--- config.mk ---
export PLATFORM = sky130hd
export DESIGN_NAME = masked_table_writer
export DESIGN_NICKNAME = d
export VERILOG_FILES = /design/src/rtl/masked_table_writer.sv
export SDC_FILE = /design/constraint.sdc
export NUM_CORES = 1
export LEC_CHECK = 0
export ABC_AREA = 0
export CORE_ASPECT_RATIO = 0.9
export CORE_UTILIZATION = 30
export CTS_BUF_LIST = sky130_fd_sc_hd__clkbuf_8
export DETAILED_ROUTE_END_ITERATION = 7
export DONT_BUFFER_PORTS = 1
export GPL_ROUTABILITY_DRIVEN = 0
export GPL_TIMING_DRIVEN = 0
export SKIP_CTS_REPAIR_TIMING = 1
export SLEW_MARGIN = 20
export SYNTH_ARGS = -nofsm -noshare
export SYNTH_HDL_FRONTEND = slang
export SYNTH_SLANG_ARGS = --single-unit
--- constraint.sdc ---
create_clock -name clk -period 3.32 [get_ports clk]
set_input_delay 0.996 -clock clk [delete_from_list [all_inputs] [get_ports clk]]
set_output_delay 0.996 -clock clk [all_outputs]
set_load 0.005 [all_outputs]
--- src/rtl/masked_table_writer.sv ---
// Runtime loader for dual-port masked S-box BRAMs: packs byte pairs, writes even/odd per cycle.
// Optional READBACK_CHECK_EN adds an XOR readback check of the loaded table before done.
module masked_table_writer #(
  parameter int unsigned ADDR_W = 10,
  parameter int unsigned DATA_W = 8,
  parameter int unsigned DEPTH  = 1024
) (
  input  logic              clk,
  input  logic              rst,
  input  logic              start,
  input  logic [DATA_W-1:0] din,
  input  logic              din_valid,
  output logic              din_ready,
  output logic              WEA,
  output logic [ADDR_W-1:0] ADDRA,
  output logic [DATA_W-1:0] DIA,
  output logic              WEB,
  output logic [ADDR_W-1:0] ADDRB,
  output logic [DATA_W-1:0] DIB,
`ifdef READBACK_CHECK_EN
  input  logic [DATA_W-1:0] DOA,
  input  logic [DATA_W-1:0] DOB,
  output logic              chk_err,
`endif
  output logic              busy,
  output logic              done
);

  localparam int unsigned CntW = ADDR_W + 1;
  localparam logic [CntW-1:0] LastIdx = CntW'(DEPTH - 1);

`ifdef READBACK_CHECK_EN
  typedef enum logic [1:0] {StIdle, StEven, StOdd, StVerify} state_e;
  localparam logic [CntW-1:0] NumPairs = CntW'(DEPTH / 2);
`else
  typedef enum logic [1:0] {StIdle, StEven, StOdd, StDone} state_e;
`endif

  state_e              state_q, state_d;
  logic [CntW-1:0]     cnt_q, cnt_d;
  logic [DATA_W-1:0]   hold_q, hold_d;
  logic                we_q, we_d;
  logic [ADDR_W-1:0]   addra_q, addra_d, addrb_q, addrb_d;
  logic [DATA_W-1:0]   dia_q, dia_d, dib_q, dib_d;
  logic                hs;

`ifdef READBACK_CHECK_EN
  // rd_q: read address on the ports this cycle; p2_q: its data is on DOA/DOB
  logic                rd_q, rd_d, p1_q, p2_q;
  logic [DATA_W-1:0]   wrx_q, wrx_d, rdx_q, rdx_d;
  logic                chk_q, chk_d, last_rd, chk_now;

  assign last_rd = (state_q == StVerify) && p2_q && !p1_q;
  assign chk_now = (wrx_q != (rdx_q ^ DOA ^ DOB));
  assign chk_err = last_rd ? chk_now : chk_q;
  assign done    = last_rd;
`else
  assign done    = (state_q == StDone);
`endif

  assign din_ready = (state_q == StEven) || (state_q == StOdd);
  assign busy      = (state_q != StIdle);
  assign hs        = din_valid && din_ready;
  assign WEA       = we_q;
  assign WEB       = we_q;
  assign ADDRA     = addra_q;
  assign ADDRB     = addrb_q;
  assign DIA       = dia_q;
  assign DIB       = dib_q;

  always_comb begin
    state_d = state_q;
    cnt_d   = cnt_q;
    hold_d  = hold_q;
    we_d    = 1'b0;
    addra_d = addra_q;
    addrb_d = addrb_q;
    dia_d   = dia_q;
    dib_d   = dib_q;
`ifdef READBACK_CHECK_EN
    rd_d    = 1'b0;
    wrx_d   = wrx_q;
    rdx_d   = rdx_q;
    chk_d   = chk_q;
`endif
    unique case (state_q)
      StIdle: begin
        if (start) begin
          state_d = StEven;
          cnt_d   = '0;
`ifdef READBACK_CHECK_EN
          wrx_d   = '0;
          rdx_d   = '0;
          chk_d   = 1'b0;
`endif
        end
      end
      StEven: begin
        if (hs) begin
          hold_d  = din;
          cnt_d   = cnt_q + 1'b1;
          state_d = StOdd;
`ifdef READBACK_CHECK_EN
          wrx_d   = wrx_q ^ din;
`endif
        end
      end
      StOdd: begin
        if (hs) begin
          we_d    = 1'b1;
          addra_d = cnt_q[ADDR_W-1:0] - 1'b1;
          dia_d   = hold_q;
          addrb_d = cnt_q[ADDR_W-1:0];
          dib_d   = din;
          cnt_d   = cnt_q + 1'b1;
          state_d = StEven;
          if (cnt_q == LastIdx) begin
`ifdef READBACK_CHECK_EN
            state_d = StVerify;
            cnt_d   = '0;
`else
            state_d = StDone;
`endif
          end
`ifdef READBACK_CHECK_EN
          wrx_d   = wrx_q ^ din;
`endif
        end
      end
`ifdef READBACK_CHECK_EN
      StVerify: begin
        // First read goes out the cycle after the final write leaves the ports
        if (cnt_q != NumPairs) begin
          rd_d    = 1'b1;
          addra_d = {cnt_q[ADDR_W-2:0], 1'b0};
          addrb_d = {cnt_q[ADDR_W-2:0], 1'b1};
          cnt_d   = cnt_q + 1'b1;
        end
        if (p2_q) begin
          rdx_d = rdx_q ^ DOA ^ DOB;
        end
        if (last_rd) begin
          chk_d   = chk_now;
          state_d = StIdle;
        end
      end
`else
      StDone: state_d = StIdle;
`endif
      default: state_d = StIdle;
    endcase
  end

  always_ff @(posedge clk or negedge rst) begin
    if (!rst) begin
      state_q <= StIdle;
      cnt_q   <= '0;
      hold_q  <= '0;
      we_q    <= 1'b0;
      addra_q <= '0;
      addrb_q <= '0;
      dia_q   <= '0;
      dib_q   <= '0;
`ifdef READBACK_CHECK_EN
      rd_q    <= 1'b0;
      p1_q    <= 1'b0;
      p2_q    <= 1'b0;
      wrx_q   <= '0;
      rdx_q   <= '0;
      chk_q   <= 1'b0;
`endif
    end else begin
      state_q <= state_d;
      cnt_q   <= cnt_d;
      hold_q  <= hold_d;
      we_q    <= we_d;
      addra_q <= addra_d;
      addrb_q <= addrb_d;
      dia_q   <= dia_d;
      dib_q   <= dib_d;
`ifdef READBACK_CHECK_EN
      rd_q    <= rd_d;
      p1_q    <= rd_q;
      p2_q    <= p1_q;
      wrx_q   <= wrx_d;
      rdx_q   <= rdx_d;
      chk_q   <= chk_d;
`endif
    end
  end

endmodule
==> impl_metrics.ini <==
[timing]
hold_viol_final = 0
fin_crit_sh_pct = 76.4
final_max_slew_viol_count = 0
tightest_slew_ns = 0.541
fin_crit_ns = 2.54
slew_headroom_pct = 63.8
setup_tns_ns = 0
setup_viol = 0
fmax_mhz = 394
grt_setup_unrepaired = no
timing.hold.ws_ns = 0.354
fin_worst_skew_ns = 0.00693

[cts]
cts_tree = yes
clk_pin_slew_ns = 0.06
numCtsBuffers = 9
clockBufferDepth = 2
cts_num_sinks = 58
htree_levels = 3
root_buffer = clkbuf_8
clk_latency_ns = 0.33

[critical_path]
end_kind = flop
path_class = reg -> reg
start_kind = flop
r2r-start = state_q[1]$_DFFE_PN0P_
arrival_ns = 2.75
cp.required_ns = 3.53
startpoint = state_q[1]$_DFFE_PN0P_
path_max_fanout = 10
regToRegSetupSlack_ns = 0.78

[layout]
multi_input_area_um2 = 1080
drive_above_1_share_pct = 25.1
area_delta_synth_final_pct = 13.1
layout.nets = 253
final-seq-area_um2 = 1450
diodes = 0
fillers = 825

[power]
p_per_area_nw_per_um2 = 909
p_leak_nw = 1.33
ir_drop_v = 0.000248

[yosys]
synthTopCellsByArea = dfrtp_1 56%, mux2_2 14%, ha_1 3.4%
async_reset_ff_share_pct = 100
yosysWarnings = 0
synth_area_per_cell_um2 = 11.7
synth_nets = 242
syn_area_um2 = 2610
yosysTopAreaCell = dfrtp_1
synth_commonest_cells = 58 x dfrtp_1, 32 x mux2_2, 23 x nand2_1
synth-edff-count = 0
yosysSeqAreaShare_pct = 55.6
synth_top_area_share_pct = 55.6
ys_seq_elements = 58
ys.flop_type = dfrtp_1
ys_types = 38
syn-instance-count = 223
synth.most_common_cell = dfrtp_1

[floorplanning]
row_count = 31
io_pins = 53
start_util_pct = 31.6
die_y_um = 90.5
die_x_um = 100
coreArea_um2 = 8260
dieArea_um2 = 9090

[routing]
via_per_inst = 4.77
drc_errors = 0
drt_iter0_drc = 63
wl_per_cell_um = 15.0
ant_nets = 0
drt_pass1_iterations = 4
totalWireLength_um = 5290
vias = 1690

[place]
dp_hpwl_um = 3740
port_buffers = 0

[grt]
antenna_found_initial = 0
grt_pass1_vias = 1724
global_route.usage.total_pct = 12.9
grt_max_degree = 59
grt_first_pass_wirelength_um = 8870
overflow = 0

[run]
maxCapViolCount = 0

[status]
outcome = finished clean

[worst_hold_path]
holdCritPathClass = in -> async
cells by family after synthesis:
kind of cell,Yosys count,share of synthesized area [%]
muxes,33,14.2
adders and majority gates,7,3.35
buffers and inverters,19,3.21
AOI/OAI and AO/OA,33,7.38
and+or+nand+nor,63,13.0
xor gates and xnor gates,10,3.35
DFF,58,55.6
per-layer routing:
metal / vias up / share of wire, % / global-route usage (%)
li1: 797 / - / -
met1: 845 / 43 / 15.6
met2: 39 / 48 / 19.9
met3: 9 / 7.3 / 5.73
met4: 0 / 1.5 / 5.07
met5: - / 0 / 0
path summary, 6_finish.rpt:
| kind | endpoint | cells past startpoint |
|---|---|---|
| worst max-delay path | DIA[4]$_DFFE_PN0P_ | 7 |
| worst min-delay path | DIA[1]$_DFFE_PN0P_ | 0 |
| worst max register to register | DIA[4]$_DFFE_PN0P_ | 7 |
| worst min register to register | hold_q[6]$_DFFE_PN0P_ | 1 |
| max in group asynchronous | cnt_q[2]$_DFFE_PN0P_ | 0 |
| min in group clk | hold_q[6]$_DFFE_PN0P_ | 1 |
cells in the final DEF, fill, tap and decap left out, drive strengths merged, types with 2 or more instances in the layout:
cell    count
dfrtp      58
mux2       32
nand2      23
o21ai      16
clkbuf     15
nor2       11
inv        10
xnor2       9
buf         8
ha          7
a21oi       6
nand3       5
or3         5
nor4        4
nand2b      3
o211ai      3
a31oi       3
nand4       2
a22o        2
or4b        2
or4         2
sequential cells by signal, indices dropped and copies added (netlist names):
| name | cells |
|---|---|
| ADDRA | 10 |
| ADDRB | 10 |
| DIA | 8 |
| DIB | 8 |
| WEA | 1 |
| cnt_q | 11 |
| hold_q | 8 |
| state_q | 2 |
where the power goes:
part | switching [mW] | internal, mW | leakage [nW] | total (mW)
Sequential | 0.202 | 0.978 | 0.738 | 1.18
Clock | 0.258 | 0.378 | 0.113 | 0.636
Combinational | 0.450 | 0.420 | 0.481 | 0.870
critical path: stages (launching register included):
cell and delay, ns:
dfrtp_1 0.41, inv_1 0.10, ha_1 0.38, buf_2 0.22, nand3_1 0.32, inv_2 0.31
buf_2 0.31, mux2_2 0.36
area by class of cell:
| class | count | share of cell area (%) |
|---|---|---|
| well taps | 115 | 4.87 |
| flip-flops and latches | 58 | 49.1 |
| plain buffers | 12 | 1.95 |
| clock buffers | 11 | 5.12 |
| clock inverters | 5 | 1.57 |
| multi-input cells | 146 | 36.5 |
| inverters | 7 | 0.889 |
per-stage QoR:
step	area [um2]	cells	power (mW)	util [%]	setup WS [ns]
floorplan	2610	223	1.86	-	0.993
global placement	2760	338	2.05	33.4	0.577
detailed placement	2760	338	2.09	33.4	0.527
CTS	2950	354	2.73	35.8	0.727
global route	2950	354	2.91	35.8	0.565
finish	2950	354	2.69	35.8	0.783
No activity file was read; power rests on OpenSTA's default activity.
